## src/rtl/axis_rr_arb_mux.sv

```systemverilog
// axis_rr_arb_mux: frame-aware round-robin arbiter and mux that shares one
// AXI-Stream output among N_PORTS sources. The grant is locked from the first
// beat of a frame until its tlast beat. The output stage is a single register,
// and m_axis_tid carries the source index of each beat.
// Optional feature: define AXIS_RR_ARB_PAUSE_EN to add pause_req/pause_ack.
// With pause_req high, no new frame is granted. A frame already in progress
// runs to completion. pause_ack reports that the block is quiescent.
module axis_rr_arb_mux #(
    parameter  int N_PORTS = 4,
    parameter  int DATA_W  = 8,
    parameter  int KEEP_W  = (DATA_W + 7) / 8,
    parameter  int USR_W   = 1,
    localparam int IDX_W   = $clog2(N_PORTS)
) (
    input  logic                      clk,
    input  logic                      srst_n,
    input  logic [N_PORTS*DATA_W-1:0] s_axis_tdata,
    input  logic [N_PORTS*KEEP_W-1:0] s_axis_tkeep,
    input  logic [N_PORTS*USR_W-1:0]  s_axis_tuser,
    input  logic [N_PORTS-1:0]        s_axis_tlast,
    input  logic [N_PORTS-1:0]        s_axis_tvalid,
    output logic [N_PORTS-1:0]        s_axis_tready,
    output logic [DATA_W-1:0]         m_axis_tdata,
    output logic [KEEP_W-1:0]         m_axis_tkeep,
    output logic [USR_W-1:0]          m_axis_tuser,
    output logic                      m_axis_tlast,
    output logic [IDX_W-1:0]          m_axis_tid,
    output logic                      m_axis_tvalid,
    input  logic                      m_axis_tready,
`ifdef AXIS_RR_ARB_PAUSE_EN
    input  logic                      pause_req,
    output logic                      pause_ack,
`endif
    output logic [IDX_W-1:0]          stat_grant,
    output logic                      stat_busy
);

    typedef enum logic {
        ST_IDLE,
        ST_BUSY
    } state_t;

    state_t             state_q;
    logic [IDX_W-1:0]   grant_q;
    logic [IDX_W-1:0]   last_q;
    logic               m_tvalid_q;
    logic [DATA_W-1:0]  m_tdata_q;
    logic [KEEP_W-1:0]  m_tkeep_q;
    logic [USR_W-1:0]   m_tuser_q;
    logic               m_tlast_q;
    logic [IDX_W-1:0]   m_tid_q;

    logic               pick_vld;
    logic [IDX_W-1:0]   pick_idx;
    logic               arb_block;
    logic               accept;

    // Per-port views of the packed input buses, so the mux indexes by grant.
    logic [DATA_W-1:0]  s_data [N_PORTS];
    logic [KEEP_W-1:0]  s_keep [N_PORTS];
    logic [USR_W-1:0]   s_user [N_PORTS];

    for (genvar g = 0; g < N_PORTS; g++) begin : g_unpack
        assign s_data[g] = s_axis_tdata[g*DATA_W +: DATA_W];
        assign s_keep[g] = s_axis_tkeep[g*KEEP_W +: KEEP_W];
        assign s_user[g] = s_axis_tuser[g*USR_W +: USR_W];
    end

    // Round-robin search starting one past the last served port.
    // The smallest offset from last_q is visited last, so it wins.
    always_comb begin
        int cand;
        // NOTE: every combinational output gets a default first, so no latch is inferred.
        pick_vld = 1'b0;
        pick_idx = '0;
        cand     = 0;
        for (int k = N_PORTS; k >= 1; k--) begin
            cand = (int'(last_q) + k) % N_PORTS;
            if (s_axis_tvalid[IDX_W'(cand)]) begin
                pick_vld = 1'b1;
                pick_idx = IDX_W'(cand);
            end
        end
    end

    // Only the granted port may be ready, and only when the output register can take a beat.
    always_comb begin
        s_axis_tready = '0;
        if (state_q == ST_BUSY) begin
            s_axis_tready[grant_q] = !m_tvalid_q || m_axis_tready;
        end
    end

    assign accept = (state_q == ST_BUSY) && s_axis_tvalid[grant_q] && s_axis_tready[grant_q];

`ifdef AXIS_RR_ARB_PAUSE_EN
    logic pause_ack_q;

    assign arb_block = pause_req;
    assign pause_ack = pause_ack_q;

    // Acknowledge the pause once no frame is active and the output register is empty.
    always_ff @(posedge clk) begin
        if (!srst_n) begin
            pause_ack_q <= 1'b0;
        end else begin
            pause_ack_q <= pause_req && (state_q == ST_IDLE) && !m_tvalid_q;
        end
    end
`else
    assign arb_block = 1'b0;
`endif

    // Arbitration FSM, round-robin pointer and output-valid flag.
    always_ff @(posedge clk) begin
        // NOTE: sequential state is written with non-blocking assignments only.
        if (!srst_n) begin
            state_q    <= ST_IDLE;
            grant_q    <= '0;
            last_q     <= IDX_W'(N_PORTS - 1);
            m_tvalid_q <= 1'b0;
        end else begin
            case (state_q)
                ST_IDLE: begin
                    if (pick_vld && !arb_block) begin
                        grant_q <= pick_idx;
                        state_q <= ST_BUSY;
                    end
                end
                ST_BUSY: begin
                    if (accept && s_axis_tlast[grant_q]) begin
                        last_q  <= grant_q;
                        state_q <= ST_IDLE;
                    end
                end
                default: state_q <= ST_IDLE;
            endcase

            if (accept) begin
                m_tvalid_q <= 1'b1;
            end else if (m_axis_tready) begin
                m_tvalid_q <= 1'b0;
            end
        end
    end

    // Output payload register. It loads on every accepted beat and holds otherwise.
    always_ff @(posedge clk) begin
        // NOTE: the payload is not reset; m_axis_tvalid qualifies it, so reset only gates the load.
        if (srst_n && accept) begin
            m_tdata_q <= s_data[grant_q];
            m_tkeep_q <= s_keep[grant_q];
            m_tuser_q <= s_user[grant_q];
            m_tlast_q <= s_axis_tlast[grant_q];
            m_tid_q   <= grant_q;
        end
    end

    assign m_axis_tvalid = m_tvalid_q;
    assign m_axis_tdata  = m_tdata_q;
    assign m_axis_tkeep  = m_tkeep_q;
    assign m_axis_tuser  = m_tuser_q;
    assign m_axis_tlast  = m_tlast_q;
    assign m_axis_tid    = m_tid_q;
    assign stat_grant    = grant_q;
    assign stat_busy     = (state_q == ST_BUSY);

endmodule
```

## config.mk

```make
export PLATFORM = sky130hd
export DESIGN_NAME = axis_rr_arb_mux
export DESIGN_NICKNAME = d
export VERILOG_FILES = /design/src/rtl/axis_rr_arb_mux.sv
export SDC_FILE = /design/constraint.sdc
export NUM_CORES = 1
export LEC_CHECK = 0
export BUFFER_PORTS_ARGS = -buffer_cell sky130_fd_sc_hd__buf_2
export CORE_MARGIN = 2
export CORE_UTILIZATION = 30
export DETAILED_ROUTE_END_ITERATION = 8
export GPL_ROUTABILITY_DRIVEN = 0
export SLEW_MARGIN = 20
export SYNTH_ARGS = -nofsm -noshare
export SYNTH_HDL_FRONTEND = slang
export SYNTH_SLANG_ARGS = --single-unit
```

## constraint.sdc

```tcl
create_clock -name clk -period 1.76 [get_ports clk]
set_clock_uncertainty 0.2 [all_clocks]
set_input_delay 0.264 -clock clk [delete_from_list [all_inputs] [get_ports clk]]
set_output_delay 0.264 -clock clk [all_outputs]
set_load 0.03 [all_outputs]
```

==> run metrics <==
status=completed; Site Rows=21; CTS tree=yes; Ys Warns=0; I/O Buffers=slightly above 70; Yosys reg bits=19; syn_area_per_cell=about 14 um2; remaining global-route overflow=0; Slew Limit Fails=0; Via density=4.86; Slew HR=roughly 80%; Synth area leader=edfxtp_1; Slew @ Worst Pin=0.307 ns; Cell Pwr Density=roughly 700 nW/um2; hold crit path type=in -> reg; Worst EP required=approximately 1.6 ns; maximum vdd drop=between 0.2 and 0.3 mV; final setup margin=0.0198 ns; ant diodes=0; Mapped Nets=between 100 and 150; Leakage=around 0.7 nW; root buf cell=clkbuf_4; CP arrival=around 1.6 ns; synthesized area=1040 um2; largest net degree at the start of global routing=19; shortest period the worst path allows=around 1.7 ns; Synth-to-Final Area Change=50.1%; post-route design area=1560 um2; total CTS buffers=3; CP startpoint kind=flip-flop; clock slew at reported path FFs=approximately 0.11 ns; Fill cells=roughly 320; deepest clock path buffer count=2; CTS sink count=19; die area=around 3900 um2; die width=between 60 and 70 um; Setup Viol. Count Final=0; dpl ws=0.0114 ns; global-route wire length before repair=a little over 4000 um; DRC viols=0; cell count after synthesis=approximately 70; Area after DPL=between 1000 and 1500 um2; via count=between 900 and 1000; layout cell share with drive strength beyond 1=64.2%; Final Non-Filler Cells=slightly below 200; top post-synthesis cells by area=edfxtp_1 38%, mux4_2 17%, dfxtp_1 12%; worst-path fanout max=7; critical path cell sequence=mux4_2 -> and3_4 -> and2_4; final hold vios=0; reg2reg setup slack=slightly below 0.02 ns; Max Cap Viol=0; DP HPWL=about 2200 um; Synth top area share=a little under two fifths; Slowest-stage cell, CP=mux4_2; Placed Instances=191; sequential share of the synthesized area=just under 50%; worst setup path class=reg -> reg; # Post-CTS Setup Buffers=0; CORE AREA=between 3000 and 4000 um2; Total GRT Usage=between 10% and 20%; insertion delay to the later sink of the worst-skew pair=0.29 ns; vias in the first global route=a little under 900; IO Count=a little over 70; Final Net Count=slightly above 200; Pre-Repair DR Iteration Count=4; Critical Path End Type=flip-flop; largest stage delay on the critical path=~0.54 ns; delay-heaviest family, CP=multiplexers; post-route ant nets=0; WL per Instance=~14 um; initial antenna violation count=0; overall routed net length=about 2700 um; part of the cycle the worst path needs=98.9%; final setup TNS=0 ns; initial drt markers=11; # H-tree levels=1; f_max=approximately 570 MHz; initial core utilization=a little under a third; Unique masters post-synth=24; die height=62.8 um; worst path bufs/invs=0
==> Yosys cell counts <==
master    number
edfxtp_1      13
mux4_2         8
dfxtp_1        6
nor2_1         5
mux4_1         4
nand2b_1       4
o21ai_0        4
inv_1          3
nand2_1        3
nand3_1        3
a21oi_1        2
buf_2          2
buf_6          2
nor3_1         2
o211ai_1       2
a21boi_0       1
and2_1         1
and3_1         1
mux2i_1        1
nand4_2        1
nor2b_1        1
nor4_1         1
o21a_1         1
o22a_1         1
==> state kept, by name, indices dropped and copies added (netlist names) <==
signal,flops
m_axis_tid,2
stat_busy,1
m_axis_tuser,1
stat_grant,2
m_axis_tvalid,1
last_q,2
m_axis_tlast,1
m_axis_tkeep,1
m_axis_tdata,8
==> path summary, 6_finish.rpt <==
| path | startpoint | end | depth (start not counted) |
|---|---|---|---|
| min reg2reg | last_q[0] | last_q[0] | 2 |
| min | s_axis_tvalid[0] | stat_grant[0] | 4 |
| max reg2reg | stat_grant[1] | m_axis_tdata[2] | 3 |
| max | stat_grant[1] | m_axis_tdata[2] | 3 |
==> routing by layer <==
metal	track usage [%]	part of all wire [%]	up-vias	routed length, um
li1	-	-	448	-
met1	17.2	44	469	1190
met2	22.0	49	40	1340
met3	3.42	6.6	0	178
met4	1.67	0	0	0
met5	0	0	-	0
==> logic make-up (layout without fill, tap and decap cells) <==
family          count (synthesis)  in the layout  synth area share, %
buf+inv                         7             85                 4.23
compound gates                 11             11                 6.64
mux                            13             13                 28.5
flops                          19             19                 49.3
simple gates                   22             23                 11.4
==> layout make-up <==
class | count | area, um2 | share of cell area (%)
clock buffers | 4 | 26.3 | 1.69
inverters | 3 | 11.3 | 0.724
multi-input cells | 47 | 510 | 32.8
flip-flops and latches | 19 | 518 | 33.3
well taps | 46 | 57.6 | 3.70
repair buffers | 78 | 432 | 27.8
==> cells in the final DEF (no fill, tap or decap) <==
| cell | instances |
|---|---|
| a21oi_1 | 2 |
| nor3_2 | 1 |
| o22a_1 | 1 |
| dlygate4sd3_1 | 1 |
| mux2i_1 | 1 |
| clkbuf_4 | 3 |
| nand2_1 | 3 |
| nor2_1 | 5 |
| o21ai_0 | 4 |
| mux4_1 | 4 |
| inv_1 | 2 |
| buf_2 | 69 |
| nor4_1 | 1 |
| dfxtp_4 | 2 |
| edfxtp_1 | 13 |
| nand2b_1 | 3 |
| dfxtp_1 | 4 |
| nand2b_4 | 1 |
| and2_4 | 2 |
| buf_4 | 6 |
| inv_2 | 1 |
| o211ai_1 | 2 |
| and3_4 | 1 |
| nand4_2 | 1 |
| nor2b_1 | 1 |
| a21boi_0 | 1 |
| mux4_2 | 8 |
| nor3_1 | 1 |
| buf_6 | 1 |
| clkbuf_1 | 1 |
| buf_12 | 1 |
| o21a_1 | 1 |
| nand3_1 | 3 |
==> tightest hold or removal path, stage by stage <==
cell	delay (ns)
buf_2	0.12
nor2_1	0.06
nor2_1	0.08
a21oi_1	0.06
==> stage by stage <==
step / total power, mW / hold WS [ns] / utilization [%]
after floorplan: 0.748 / 0.126 / -
after global placement: 0.855 / 0.297 / 44.4
after detailed placement: 0.863 / 0.301 / 44.4
after CTS: 1.09 / 0.103 / 45.7
after global routing: 1.15 / 0.121 / 46.6
final: 1.09 / 0.111 / 46.6
==> power breakdown <==
part           switching (mW)  internal, mW  leakage (nW)
Combinational           0.163         0.170         0.513
Clock                   0.133        0.0880        0.0150
Sequential             0.0193         0.514         0.170
Total                   0.315         0.772         0.698
==> repair_timing <==
action                                 in CTS  in global routing
gates cloned                                0                  1
setup endpoints to repair                   3                 17
gates resized for setup                     2                  8
endpoints found under the hold margin       1                  0
hold buffers                                1                  0
Note: power is estimated with default switching activity, not from simulation.
